File: src/rtl/hist_curve_calc.sv
// Histogram read-back and tone-curve generator: reads one block of 128 bins from
// the idle ping-pong bank, streams a saturated CDF curve and optionally clears each bin.
module hist_curve_calc #(
    parameter int LEVELS = 128,
    parameter int BLK_W  = 4,
    parameter int CDF_W  = 23
) (
    input  logic                          pclk,
    input  logic                          rst,
    input  logic                          start_i,
    input  logic [BLK_W-1:0]              block_idx_i,
    input  logic                          bank_i,
    input  logic [4:0]                    shift_i,
    input  logic                          clear_en_i,
    output logic                          busy_o,
    output logic                          done_o,
    output logic                          bank_o,
    output logic                          rd_cen_o,
    output logic [BLK_W+$clog2(LEVELS)-1:0] addr_rd_o,
    input  logic [7:0]                    data_rd_i,
    output logic                          wr_cen_o,
    output logic                          wr_wen_o,
    output logic [BLK_W+$clog2(LEVELS)-1:0] addr_wr_o,
    output logic [7:0]                    data_wr_o,
    output logic [BLK_W+$clog2(LEVELS)-1:0] reg_addr_rd_o,
    input  logic [7:0]                    reg_data_rd_i,
    output logic [BLK_W+$clog2(LEVELS)-1:0] reg_addr_wr_o,
    output logic [7:0]                    reg_data_wr_o,
    output logic                          reg_enable_o,
    output logic                          curve_valid_o,
    input  logic                          curve_ready_i,
    output logic [7:0]                    curve_data_o,
    output logic [$clog2(LEVELS)-1:0]     curve_idx_o,
    output logic                          curve_last_o,
    output logic [1:0]                    dbg_state_o
);

    // Handshake: an entry transfers on a rising pclk edge where curve_valid_o and
    // curve_ready_i are both high; while valid is high and ready low the entry
    // (data, idx, last) is held unchanged and valid stays high.

    localparam int IDX_W = $clog2(LEVELS);

    localparam logic [1:0] S_IDLE  = 2'd0;
    localparam logic [1:0] S_ISSUE = 2'd1;
    localparam logic [1:0] S_DRAIN = 2'd2;
    localparam logic [1:0] S_DONE  = 2'd3;

    logic [1:0]       state_q, state_d;
    logic [BLK_W-1:0] blk_q, blk_d;
    logic             bank_q, bank_d;
    logic [4:0]       shift_q, shift_d;
    logic             clr_q, clr_d;
    logic [IDX_W-1:0] issue_idx_q, issue_idx_d;
    logic             in_flight_q, in_flight_d;
    logic [IDX_W-1:0] ret_idx_q, ret_idx_d;
    logic [7:0]       lo_q, lo_d;
    logic [CDF_W-1:0] cdf_q, cdf_d;

    logic [7:0]       fifo_data_q [2];
    logic [7:0]       fifo_data_d [2];
    logic [IDX_W-1:0] fifo_idx_q [2];
    logic [IDX_W-1:0] fifo_idx_d [2];
    logic             fifo_last_q [2];
    logic             fifo_last_d [2];
    logic             wr_ptr_q, wr_ptr_d;
    logic             rd_ptr_q, rd_ptr_d;
    logic [1:0]       fifo_cnt_q, fifo_cnt_d;

    logic             pop;
    logic             push;
    logic [2:0]       occupancy;
    logic             issue;
    logic [15:0]      bin_count;
    logic [CDF_W-1:0] cdf_next;
    logic [CDF_W-1:0] cdf_shifted;
    logic [7:0]       curve_val;
    logic             ret_last;

    assign pop  = (fifo_cnt_q != 2'd0) && curve_ready_i;
    assign push = in_flight_q;

    // Counting the in-flight read guarantees its return always finds a free FIFO slot.
    assign occupancy = 3'(fifo_cnt_q) + 3'(in_flight_q) - 3'(pop);
    assign issue     = (state_q == S_ISSUE) && (occupancy < 3'd2);

    assign bin_count   = {data_rd_i, lo_q};
    assign cdf_next    = cdf_q + CDF_W'(bin_count);
    assign cdf_shifted = cdf_next >> shift_q;
    assign curve_val   = (|cdf_shifted[CDF_W-1:8]) ? 8'hFF : cdf_shifted[7:0];
    assign ret_last    = (ret_idx_q == IDX_W'(LEVELS - 1));

    always_comb begin
        state_d     = state_q;
        blk_d       = blk_q;
        bank_d      = bank_q;
        shift_d     = shift_q;
        clr_d       = clr_q;
        issue_idx_d = issue_idx_q;
        cdf_d       = cdf_q;
        in_flight_d = issue;
        ret_idx_d   = ret_idx_q;
        lo_d        = lo_q;

        case (state_q)
            S_IDLE: begin
                if (start_i) begin
                    state_d     = S_ISSUE;
                    blk_d       = block_idx_i;
                    bank_d      = bank_i;
                    shift_d     = shift_i;
                    clr_d       = clear_en_i;
                    issue_idx_d = '0;
                    cdf_d       = '0;
                end
            end
            S_ISSUE: begin
                if (issue) begin
                    issue_idx_d = issue_idx_q + 1'b1;
                    if (issue_idx_q == IDX_W'(LEVELS - 1)) begin
                        state_d = S_DRAIN;
                    end
                end
            end
            S_DRAIN: begin
                if (!in_flight_q && ((fifo_cnt_q == 2'd0) || ((fifo_cnt_q == 2'd1) && pop))) begin
                    state_d = S_DONE;
                end
            end
            default: begin
                state_d = S_IDLE;
            end
        endcase

        if (issue) begin
            lo_d      = reg_data_rd_i;
            ret_idx_d = issue_idx_q;
        end
        if (in_flight_q) begin
            cdf_d = cdf_next;
        end
    end

    always_comb begin
        fifo_data_d = fifo_data_q;
        fifo_idx_d  = fifo_idx_q;
        fifo_last_d = fifo_last_q;
        wr_ptr_d    = wr_ptr_q;
        rd_ptr_d    = rd_ptr_q;
        fifo_cnt_d  = fifo_cnt_q + 2'(push) - 2'(pop);
        if (push) begin
            fifo_data_d[wr_ptr_q] = curve_val;
            fifo_idx_d[wr_ptr_q]  = ret_idx_q;
            fifo_last_d[wr_ptr_q] = ret_last;
            wr_ptr_d              = ~wr_ptr_q;
        end
        if (pop) begin
            rd_ptr_d = ~rd_ptr_q;
        end
    end

    always_ff @(posedge pclk) begin
        if (rst) begin
            state_q     <= S_IDLE;
            blk_q       <= '0;
            bank_q      <= 1'b0;
            shift_q     <= '0;
            clr_q       <= 1'b0;
            issue_idx_q <= '0;
            in_flight_q <= 1'b0;
            ret_idx_q   <= '0;
            lo_q        <= '0;
            cdf_q       <= '0;
            wr_ptr_q    <= 1'b0;
            rd_ptr_q    <= 1'b0;
            fifo_cnt_q  <= '0;
            for (int i = 0; i < 2; i++) begin
                fifo_data_q[i] <= '0;
                fifo_idx_q[i]  <= '0;
                fifo_last_q[i] <= 1'b0;
            end
        end else begin
            state_q     <= state_d;
            blk_q       <= blk_d;
            bank_q      <= bank_d;
            shift_q     <= shift_d;
            clr_q       <= clr_d;
            issue_idx_q <= issue_idx_d;
            in_flight_q <= in_flight_d;
            ret_idx_q   <= ret_idx_d;
            lo_q        <= lo_d;
            cdf_q       <= cdf_d;
            wr_ptr_q    <= wr_ptr_d;
            rd_ptr_q    <= rd_ptr_d;
            fifo_cnt_q  <= fifo_cnt_d;
            for (int i = 0; i < 2; i++) begin
                fifo_data_q[i] <= fifo_data_d[i];
                fifo_idx_q[i]  <= fifo_idx_d[i];
                fifo_last_q[i] <= fifo_last_d[i];
            end
        end
    end

    assign busy_o      = (state_q != S_IDLE);
    assign done_o      = (state_q == S_DONE);
    assign bank_o      = bank_q;
    assign dbg_state_o = state_q;

    assign rd_cen_o      = ~issue;
    assign addr_rd_o     = {blk_q, issue_idx_q};
    assign reg_addr_rd_o = {blk_q, issue_idx_q};

    // The clear trails the read by one cycle, so each bin is zeroed as its count returns.
    assign wr_cen_o      = ~(in_flight_q & clr_q);
    assign wr_wen_o      = ~(in_flight_q & clr_q);
    assign addr_wr_o     = {blk_q, ret_idx_q};
    assign data_wr_o     = 8'h00;
    assign reg_enable_o  = in_flight_q & clr_q;
    assign reg_addr_wr_o = {blk_q, ret_idx_q};
    assign reg_data_wr_o = 8'h00;

    assign curve_valid_o = (fifo_cnt_q != 2'd0);
    assign curve_data_o  = curve_valid_o ? fifo_data_q[rd_ptr_q] : 8'h00;
    assign curve_idx_o   = curve_valid_o ? fifo_idx_q[rd_ptr_q] : '0;
    assign curve_last_o  = curve_valid_o & fifo_last_q[rd_ptr_q];

endmodule

File: config.mk
export PLATFORM = sky130hd
export DESIGN_NAME = hist_curve_calc
export DESIGN_NICKNAME = d
export VERILOG_FILES = /design/src/rtl/hist_curve_calc.sv
export SDC_FILE = /design/constraint.sdc
export NUM_CORES = 1
export LEC_CHECK = 0
export BUFFER_PORTS_ARGS = -buffer_cell sky130_fd_sc_hd__buf_2
export CAP_MARGIN = 15
export CORE_MARGIN = 4
export CORE_UTILIZATION = 58
export CTS_CLUSTER_SIZE = 8
export DETAILED_ROUTE_END_ITERATION = 16
export PLACE_DENSITY = 0.87
export RECOVER_POWER = 25
export SYNTH_ARGS = -nofsm -noshare
export SYNTH_HDL_FRONTEND = slang
export SYNTH_SLANG_ARGS = --single-unit
File: constraint.sdc
create_clock -name pclk -period 4.8 [get_ports pclk]
set_input_delay 0.24 -clock pclk [delete_from_list [all_inputs] [get_ports pclk]]
set_output_delay 0.24 -clock pclk [all_outputs]
set_load 0.1 [all_outputs]
# Word-level counts from Yosys, hierarchy flattened
# Index checks and enable logic that the tools add are counted.
[classes]
n_addsub = 6
multipliers = 0
n_div = 0
order_cmp = 4
n_eq_ne = 10
n_shift = 1
n_mux = 32
bitwise_logic = 8
reduce_logical = 19
[ops]
columns = ["op", "count"]
rows = [
  ["2-to-1 mux 23 bit", 3],
  ["2-to-1 mux 7 bit", 7],
  ["2-to-1 mux 8 bit", 6],
  ["adder 23 x 16 -> 23 bit", 1],
  [">> shifter 23 x 5 -> 23 bit", 1],
  ["bitwise mux 16 bit", 1],
  ["OR reduction 15 bit", 1],
  ["bitwise mux 14 bit", 1],
  ["equality test 7 bit (second input constant)", 2],
  ["one-hot mux 7 bit (2 select lines)", 1],
  ["nonzero test 2 bit", 5],
  ["demux 8 bit (select 1 bit)", 1],
  ["2-to-1 mux 2 bit", 4],
  ["adder 7 x 1 -> 7 bit (second input constant)", 1],
  ["demux 7 bit (select 1 bit)", 1],
  ["inequality test 2 bit (second input constant)", 3],
  ["one-hot mux 2 bit (3 select lines)", 1],
  ["logical AND 1 bit", 5],
  ["equality test 2 x 1 -> 1 bit (second input constant)", 2],
  ["equality test 2 bit (second input constant)", 2],
  [">= comparator 2 bit (second input constant)", 2],
  ["logical NOT 2 bit", 2],
  ["2-to-1 mux 1 bit", 4],
  ["NOT 1 bit", 4],
  ["other kinds (16)", 19],
]
[word_totals]
ff_bits = 95
latch_bits = 0
ramBits = 0
romBits = 0
inputBits = 31
wordCells = 99
n_memories = 0

# Longest topological paths before layout
# Gate-level depths: netlist (run 1).
[depth]
ltp_word = 7
depth_mapped = 15
ltp_nobuf = 15

# Least setup slack after synthesis (run 1)
# OpenSTA, ideal clock, no wires.
[synth_timing]
kind = "reg2reg"
from = "register lo_q[0]"
to = "register fifo_data_q[12] (netlist bit)"
t_arrival_ns = 3.891
required_ns = 4.685
path_slack_ns = 0.793
path_stages_with_launch = 13
path_buffers = 0
path_cell_list = "dfxtp_1 ha_1 fa_1 a211oi_2 o21ai_2 a22oi_2 mux2i_1 nand2_1 a221oi_1 nand3b_1 a2111oi_1 or4b_1 a31o_1"
[synth_via]
elab_chain_cells = 5
[synth_rtl]
columns = ["element", "line_no", "text"]
rows = [
  ["start: declaration", "57", "logic [7:0] lo_q, lo_d;"],
  ["start signal: assignment", "191", "lo_q <= lo_d;"],
  ["adder 23 x 16 -> 23 bit (*)", "88", "assign cdf_next = cdf_q + CDF_W'(bin_count);"],
  [">> shifter 23 x 5 -> 23 bit (*)", "89", "assign cdf_shifted = cdf_next >> shift_q;"],
  ["OR reduction 15 bit", "90", "assign curve_val = (|cdf_shifted[CDF_W-1:8]) ? 8'hFF : cdf_shifted[7:0];"],
  ["2-to-1 mux 8 bit (*)", "90", ""],
  ["bitwise mux 16 bit (*)", "152", "fifo_data_d[wr_ptr_q] = curve_val;"],
  ["end signal: indexed assignment", "197", "fifo_data_q[i] <= fifo_data_d[i];"],
  ["end: declaration", "60", "logic [7:0] fifo_data_q [2];"],
]
# Every way passes the cells marked *; elsewhere a longest branch is shown, timed or not.
# A chain may end at the register's enable or synchronous reset.

# Final worst setup path (run 1)
[layout_timing]
from = "register lo_q[0]"
to = "register fifo_data_q[11] (netlist bit)"
# Same word-level chain as after synthesis.

==> impl_metrics.toml, run 1 <==
[logic_synthesis]
syn_area_per_cell_um2 = 7.747
synth_fa_ha_area_share_pct = 4.865
synth_ff_type = "dfxtp_1"
synth.area.mux_share_pct = 8.388
yosys.area_share.xor_xnor_pct = 2.629
synth_area_um2 = 6995
ys_warn_count = 0
synth_top_family_by_area = "compound AO/OA/AOI/OAI gates"
synthDistinctLibCells = 87
yosys.area_share.simple_pct = 22.38
syn_inst = 903
async_flop_share_pct = 0
yosysSeqAreaShare_pct = 27.19
synth_compound_area_share_pct = 24.90
ys_ff_latch = 95
synth_edf_count = 0

[layout]
area_delta_synth_final_pct = 7.709
fin_util_pct = 64.88
mostFrequentLayoutCells = "nand2_1 (125), a21oi_1 (97), dfxtp_1 (95), nor2_1 (86), buf_2 (60)"
drive_above_1_share_pct = 13.52
diodes = 0
final_nets = 999
layout_commonest_cell = "nand2_1"

[detailed_routing]
vias = 6914
vias_per_cell = 6.343
drc_errors = 0
finalWirelength_um = 19420
drt_iter0_markers = 779
antenna_left = 0
wl_per_cell_um = 17.81
first_pass_iters = 6

[clock_network]
cts_buffers = 9
cts-hold-fix-buffers = 0
cts_resized = 0
htreeDepth = 3
tritoncts = "done"
clock_sinks = 95
clk_path_buf_depth = 2
clk_latency_ns = 0.36
cts_root_buf = "clkbuf_16"
cts_setup_buffers = 0
clk_pin_slew_ns = 0.07

[sta]
tightest_slew_ns = 1.200
period_minus_slack_ns = 4.298
slew_violations = 0
fin_crit_sh_pct = 89.54
max_freq_mhz = 232.7
slew_headroom_pct = 20.37
hold_violations = 0
fin_skew_ns = 0.009439
fin_setup_tns_ns = 0
rsz0062_at_grt = "false"
setup_viol = 0

[pwr]
leakage_nw = 3.130
seq_power_share_pct = 26.6
p_comb_share_pct = 53.8
p_per_area_nw_per_um2 = 508.5
power.share.switching_pct = 50.60
power.net_switching_mw = 1.939
vdd_drop_max_mv = 0.4861
power.total_mw = 3.831
p_int_mw = 1.892
p_clk_share_pct = 19.6

[worst_hold_path]
min_to = "blk_q[0]$_SDFFE_PP0P_"
hold_path.class = "input port to flop"
hold_depth = 3
holdCritStartpoint = "block_idx_i[0]"

[grt]
grt_start_max_net_pins = 84
grt_pass1_wl_um = 30920
gr-total-overflow = 0
grt_antenna_before_repair = 0
track_usage_pct = 26.50
grt_pass1_vias = 6255

[setup_path]
start_kind = "flop"
r2r.worst_path.cells = 13
r2r-start = "lo_q[0]$_SDFFE_PP0P_"
regToRegSetupSlack_ns = 0.50
worst-setup-path-type = "flop to flop"
crit_chain = "ha_1 > fa_1 > a211oi_2 > o21ai_2 > a22oi_2 > mux2i_1 > nand2_1 > a221oi_1 > nand3b_1 > a2111oi_1 > buf_4 > or4b_1 > a31o_1"
cp_max_fo = 8
crit_path_max_incr_delay_ns = 0.47
r2r-end = "fifo_data_q[11]$_SDFFE_PP0P_"
required_ns = 5.05
worst_ep_arrival_time_ns = 4.55
cpMaxStageDelayCell = "or4b_1"
endpoint_kind = "flop"

[placed_design]
portBuffers = 100
routabilityCongestion = 0.9338
dpl.hpwl_um = 13620

[die]
start_util_pct = 60.23
core-area_um2 = 11610
fp.dieArea_um2 = 13880
row_count = 39
dieHeight_um = 117.8
dieWidth_um = 117.8
ioPinCount = 117

[job]
drv_cap = 0

[outcome]
status = "complete, no violations"
==> synth_stat cells, drive strengths merged (7+ instances only) <==
master  count  area, um2
nand2     126      475.5
a21oi      98      494.2
dfxtp      95       1902
nor2       86      322.8
buf        60      422.9
clkbuf     40      151.4
o21ai      37      188.9
and3       35      224.0
mux2i      26      260.3
ha         24      300.3
inv        24      90.08
nor3       20      100.1
a31oi      16      100.1
nand3      16      85.08
o211ai     14      110.1
mux4       13      292.8
a211oi     12      100.1
nand4      12      75.07
xor2       11      96.34
a21o       10      75.07
xnor2      10      87.58
a22oi       8      65.06
and2        8      55.06
a31o        7      61.31
==> critical path: cells and delay by family (launching register included) <==
kind | cells | cell delay [ns]
compound gates | 6 | 1.86
simple gates | 3 | 0.82
fa+ha+maj | 2 | 0.68
flops | 1 | 0.32
mux | 1 | 0.31
buf+inv | 1 | 0.20
==> stage by stage <==
| stage | worst slack, ns | area, um2 | hold WS, ns | std cells |
|---|---|---|---|---|
| 6_report | 0.5023 | 7535 | 0.1138 | 1090 |
| 5_1_grt | 0.08597 | 7535 | 0.1225 | 1090 |
| 4_1_cts | 0.4412 | 7546 | 0.1106 | 1088 |
| 3_5_place_dp | 0.5810 | 7239 | 0.4463 | 1072 |
| 3_3_place_gp | 0.6946 | 7239 | 0.4409 | 1072 |
| 2_1_floorplan | 0.7930 | 7052 | 0.3760 | 918 |
==> cell type report <==
type / instances / area, um2
Multi-Input combinational cell: 697 / 4478
Fill cell: 977 / 4079
Sequential cell: 95 / 1902
Timing Repair Buffer: 113 / 571.8
Clock buffer: 10 / 229.0
Tap cell: 143 / 178.9
Inverter: 26 / 97.59
Clock inverter: 6 / 77.57
==> cells by family after synthesis <==
| group | after synthesis |
|---|---|
| mux | 42 |
| xor+xnor | 21 |
| simple gates | 331 |
| compound gates | 261 |
| other cells | 1 |
| buf+inv | 126 |
| flops | 95 |
| fa+ha+maj | 26 |
==> how the worst max path moves through the flow <==
| stage | from | endpoint | slack (ns) | depth (start not counted) |
|---|---|---|---|---|
| after floorplan | lo_q[0]$_SDFFE_PP0P_ | fifo_data_q[12]$_SDFFE_PP0P_ | 0.79 | 12 |
| after global placement | lo_q[0]$_SDFFE_PP0P_ | fifo_data_q[11]$_SDFFE_PP0P_ | 0.69 | 12 |
| after detailed placement | lo_q[0]$_SDFFE_PP0P_ | fifo_data_q[11]$_SDFFE_PP0P_ | 0.58 | 12 |
| after CTS | fifo_cnt_q[1]$_SDFF_PP0_ | rd_cen_o | 0.44 | 11 |
| after global routing | lo_q[0]$_SDFFE_PP0P_ | fifo_data_q[14]$_SDFFE_PP0P_ | 0.09 | 13 |
| final | lo_q[0]$_SDFFE_PP0P_ | fifo_data_q[11]$_SDFFE_PP0P_ | 0.50 | 13 |
==> sequential cells by signal (all words and copies together), names as in the netlist, 2 cells and up <==
signal / count
blk_q: 4
fifo_idx_q: 14
cdf_q: 23
fifo_cnt_q: 2
fifo_last_q: 2
issue_idx_q: 7
ret_idx_q: 7
shift_q: 5
lo_q: 8
dbg_state_o: 2
fifo_data_q: 16
==> power groups by stage <==
stage | clock network, mW | registers (mW) | logic [mW]
after floorplan | 0 | 1.10 | 1.58
after global placement | 0 | 1.02 | 1.96
after detailed placement | 0 | 1.03 | 1.99
after CTS | 0.749 | 1.02 | 2.00
after global routing | 0.782 | 1.03 | 2.20
final | 0.750 | 1.02 | 2.06
==> metal layers <==
metal | GRT usage (%) | vias to the layer above | part of all wire, %
met5 | 0 | - | 0
met4 | 9.231 | 0 | 2.6
met2 | 42.69 | 342 | 47
li1 | - | 3288 | -
met3 | 5.334 | 57 | 7.7
met1 | 35.45 | 3227 | 43
No activity file was read; power rests on OpenSTA's default activity.
==> inputs of run 2 (changes only) <==
- MAX_ROUTING_LAYER: unset -> met4
==> run 2 against run 1 <==
Effect of this change:
- the run now ends with max-capacitance violations, max-slew violations left
- first-iteration DRC count is 21% higher
- routed wire length is 1.6% lower
- clock skew hardly changed
- worst hold slack better by 0.0080 ns
- worst setup slack worse by 0.0037 ns
- global-route usage is 0.86 points higher
- combinational power hardly changed
- sequential share of layout area is 0.055 points higher
- register-to-register slack hardly changed
- flip-flop and latch count stayed put
- highest routed layer unchanged
- critical path type unchanged
==> impl_metrics.toml, run 2 (same netlist as run 1, synthesis figures left out) <==
[outcome]
status = "finished with violations"
violations = "max-capacitance violations, max-slew violations"

[pwr]
leakage_nw = 3.127
power.total_mw = 3.818
vdd_drop_max_mv = 0.4569
p_per_area_nw_per_um2 = 507.9

[detailed_routing]
finalWirelength_um = 19100
wl_per_cell_um = 17.54
wl_met2_um = 8855
drt-met1-wl_um = 8016
drc_errors = 0
drt_iter0_markers = 944
antenna_left = 0
vias = 6891
dr.max_layer_used = "met4"
wl_met3_um = 1819
first_pass_iters = 6
vias_per_cell = 6.328

[setup_path]
worst-setup-path-type = "flop to flop"
r2r-end = "fifo_data_q[14]$_SDFFE_PP0P_"
crit_start = "lo_q[0]$_SDFFE_PP0P_"
endpoint_kind = "flop"
start_kind = "flop"
regToRegSetupSlack_ns = 0.50
cp_max_fo = 8
endpoint = "fifo_data_q[14]$_SDFFE_PP0P_"
required_ns = 5.00
r2r.worst_path.cells = 13
worst_ep_arrival_time_ns = 4.50
r2r-start = "lo_q[0]$_SDFFE_PP0P_"

[clock_network]
cts_buffers = 9
cts_resized = 0
cts_setup_buffers = 0
clk_path_buf_depth = 2
cts_root_buf = "clkbuf_16"
clk_latency_ns = 0.35
clk_pin_slew_ns = 0.07
tritoncts = "done"
htreeDepth = 3
clock_sinks = 95
cts-hold-fix-buffers = 0

[layout]
mostFrequentLayoutCells = "nand2_1 (125), a21oi_1 (97), dfxtp_1 (95), nor2_1 (86), buf_2 (61)"
drive_above_1_share_pct = 13.42
final_cell_area_um2 = 7518
final_nets = 998
diodes = 0
stdcell_count = 1089
area_delta_synth_final_pct = 7.476
layout_commonest_cell = "nand2_1"
regMostFlops = "cdf_q"
largest_reg_flops = 23
fin_util_pct = 64.74
largestRegisters = "cdf_q (23), fifo_data_q (16), fifo_idx_q (14)"

[die]
dieHeight_um = 117.8
row_count = 39
dieWidth_um = 117.8
core-area_um2 = 11610
fp.dieArea_um2 = 13880
ioPinCount = 117
start_util_pct = 60.23

[worst_hold_path]
hold_path.class = "input port to flop"

[grt]
grt_antenna_before_repair = 0
gr-total-overflow = 0
grt_start_max_net_pins = 84
grt_pass1_wl_um = 31140
grt_pass1_vias = 6197
track_usage_pct = 27.35

[sta]
slew_violations = 30
fin_skew_ns = 0.009937
tightest_slew_ns = 1.529
hold_violations = 0
rsz0062_at_grt = "false"
max_freq_mhz = 232.5
fin_crit_sh_pct = 89.61
fin_setup_tns_ns = 0
period_minus_slack_ns = 4.301
setup_viol = 0
slew_headroom_pct = -1.953

[placed_design]
portBuffers = 100
routabilityCongestion = 0.9507
dpl.hpwl_um = 13430
place_area_um2 = 7232
dpl.cell_count = 1071

[job]
drv_cap = 1
[run 2: through the flow]
| step | worst slack, ns | hold WS (ns) |
|---|---|---|
| finish | 0.4985 | 0.1218 |
| global route | 0.2847 | 0.1268 |
| CTS | 0.3672 | 0.1146 |
| detailed placement | 0.5824 | 0.4463 |
| global placement | 0.6816 | 0.4392 |
| floorplan | 0.7930 | 0.3760 |
[run 2: area by class of cell]
cell class	count	area, um2
flip-flops and latches	95	1902
well taps	143	178.9
inverters	26	97.59
clock inverters	6	75.07
fillers	1011	4095
multi-input cells	697	4478
clock buffers	10	229.0
repair buffers	112	558.0
[run 2: worst min path at each step]
stage                                           from                    endpoint  slack (ns)  depth (start not counted)
after floorplan                           clear_en_i          clr_q$_SDFFE_PP0P_        0.38                          2
after global placement           bank_o$_SDFFE_PP0P_         bank_o$_SDFFE_PP0P_        0.44                          2
after detailed placement  fifo_idx_q[6]$_SDFFE_PP0P_  fifo_idx_q[6]$_SDFFE_PP0P_        0.45                          2
after CTS                             block_idx_i[2]       blk_q[2]$_SDFFE_PP0P_        0.11                          3
after global routing                          bank_i         bank_o$_SDFFE_PP0P_        0.13                          3
final                                 block_idx_i[1]       blk_q[1]$_SDFFE_PP0P_        0.12                          3
[run 2: power breakdown]
part	switching (mW)	total, mW	internal, mW	leakage, nW
clock	0.327	0.742	0.414	0.151
sequential	0.122	1.01	0.891	0.769
combinational	1.48	2.06	0.582	2.21
total	1.93	3.82	1.89	3.13
[run 2: critical path: stages (launching register included)]
cell and delay (ns):
dfxtp_1 0.32, ha_1 0.25, fa_1 0.44, a211oi_2 0.39, o21ai_2 0.17, a22oi_2 0.26
mux2i_1 0.31, nand2_1 0.24, a221oi_1 0.40, nand3b_1 0.12, a2111oi_1 0.40, buf_4 0.20
nor4b_1 0.49, o41ai_1 0.15
[run 2: routing by layer]
| metal | up-vias | GRT usage [%] |
|---|---|---|
| met3 | 35 | 5.670 |
| met2 | 353 | 43.12 |
| met4 | 0 | 6.960 |
| met5 | - | - |
| met1 | 3214 | 36.07 |
| li1 | 3289 | - |
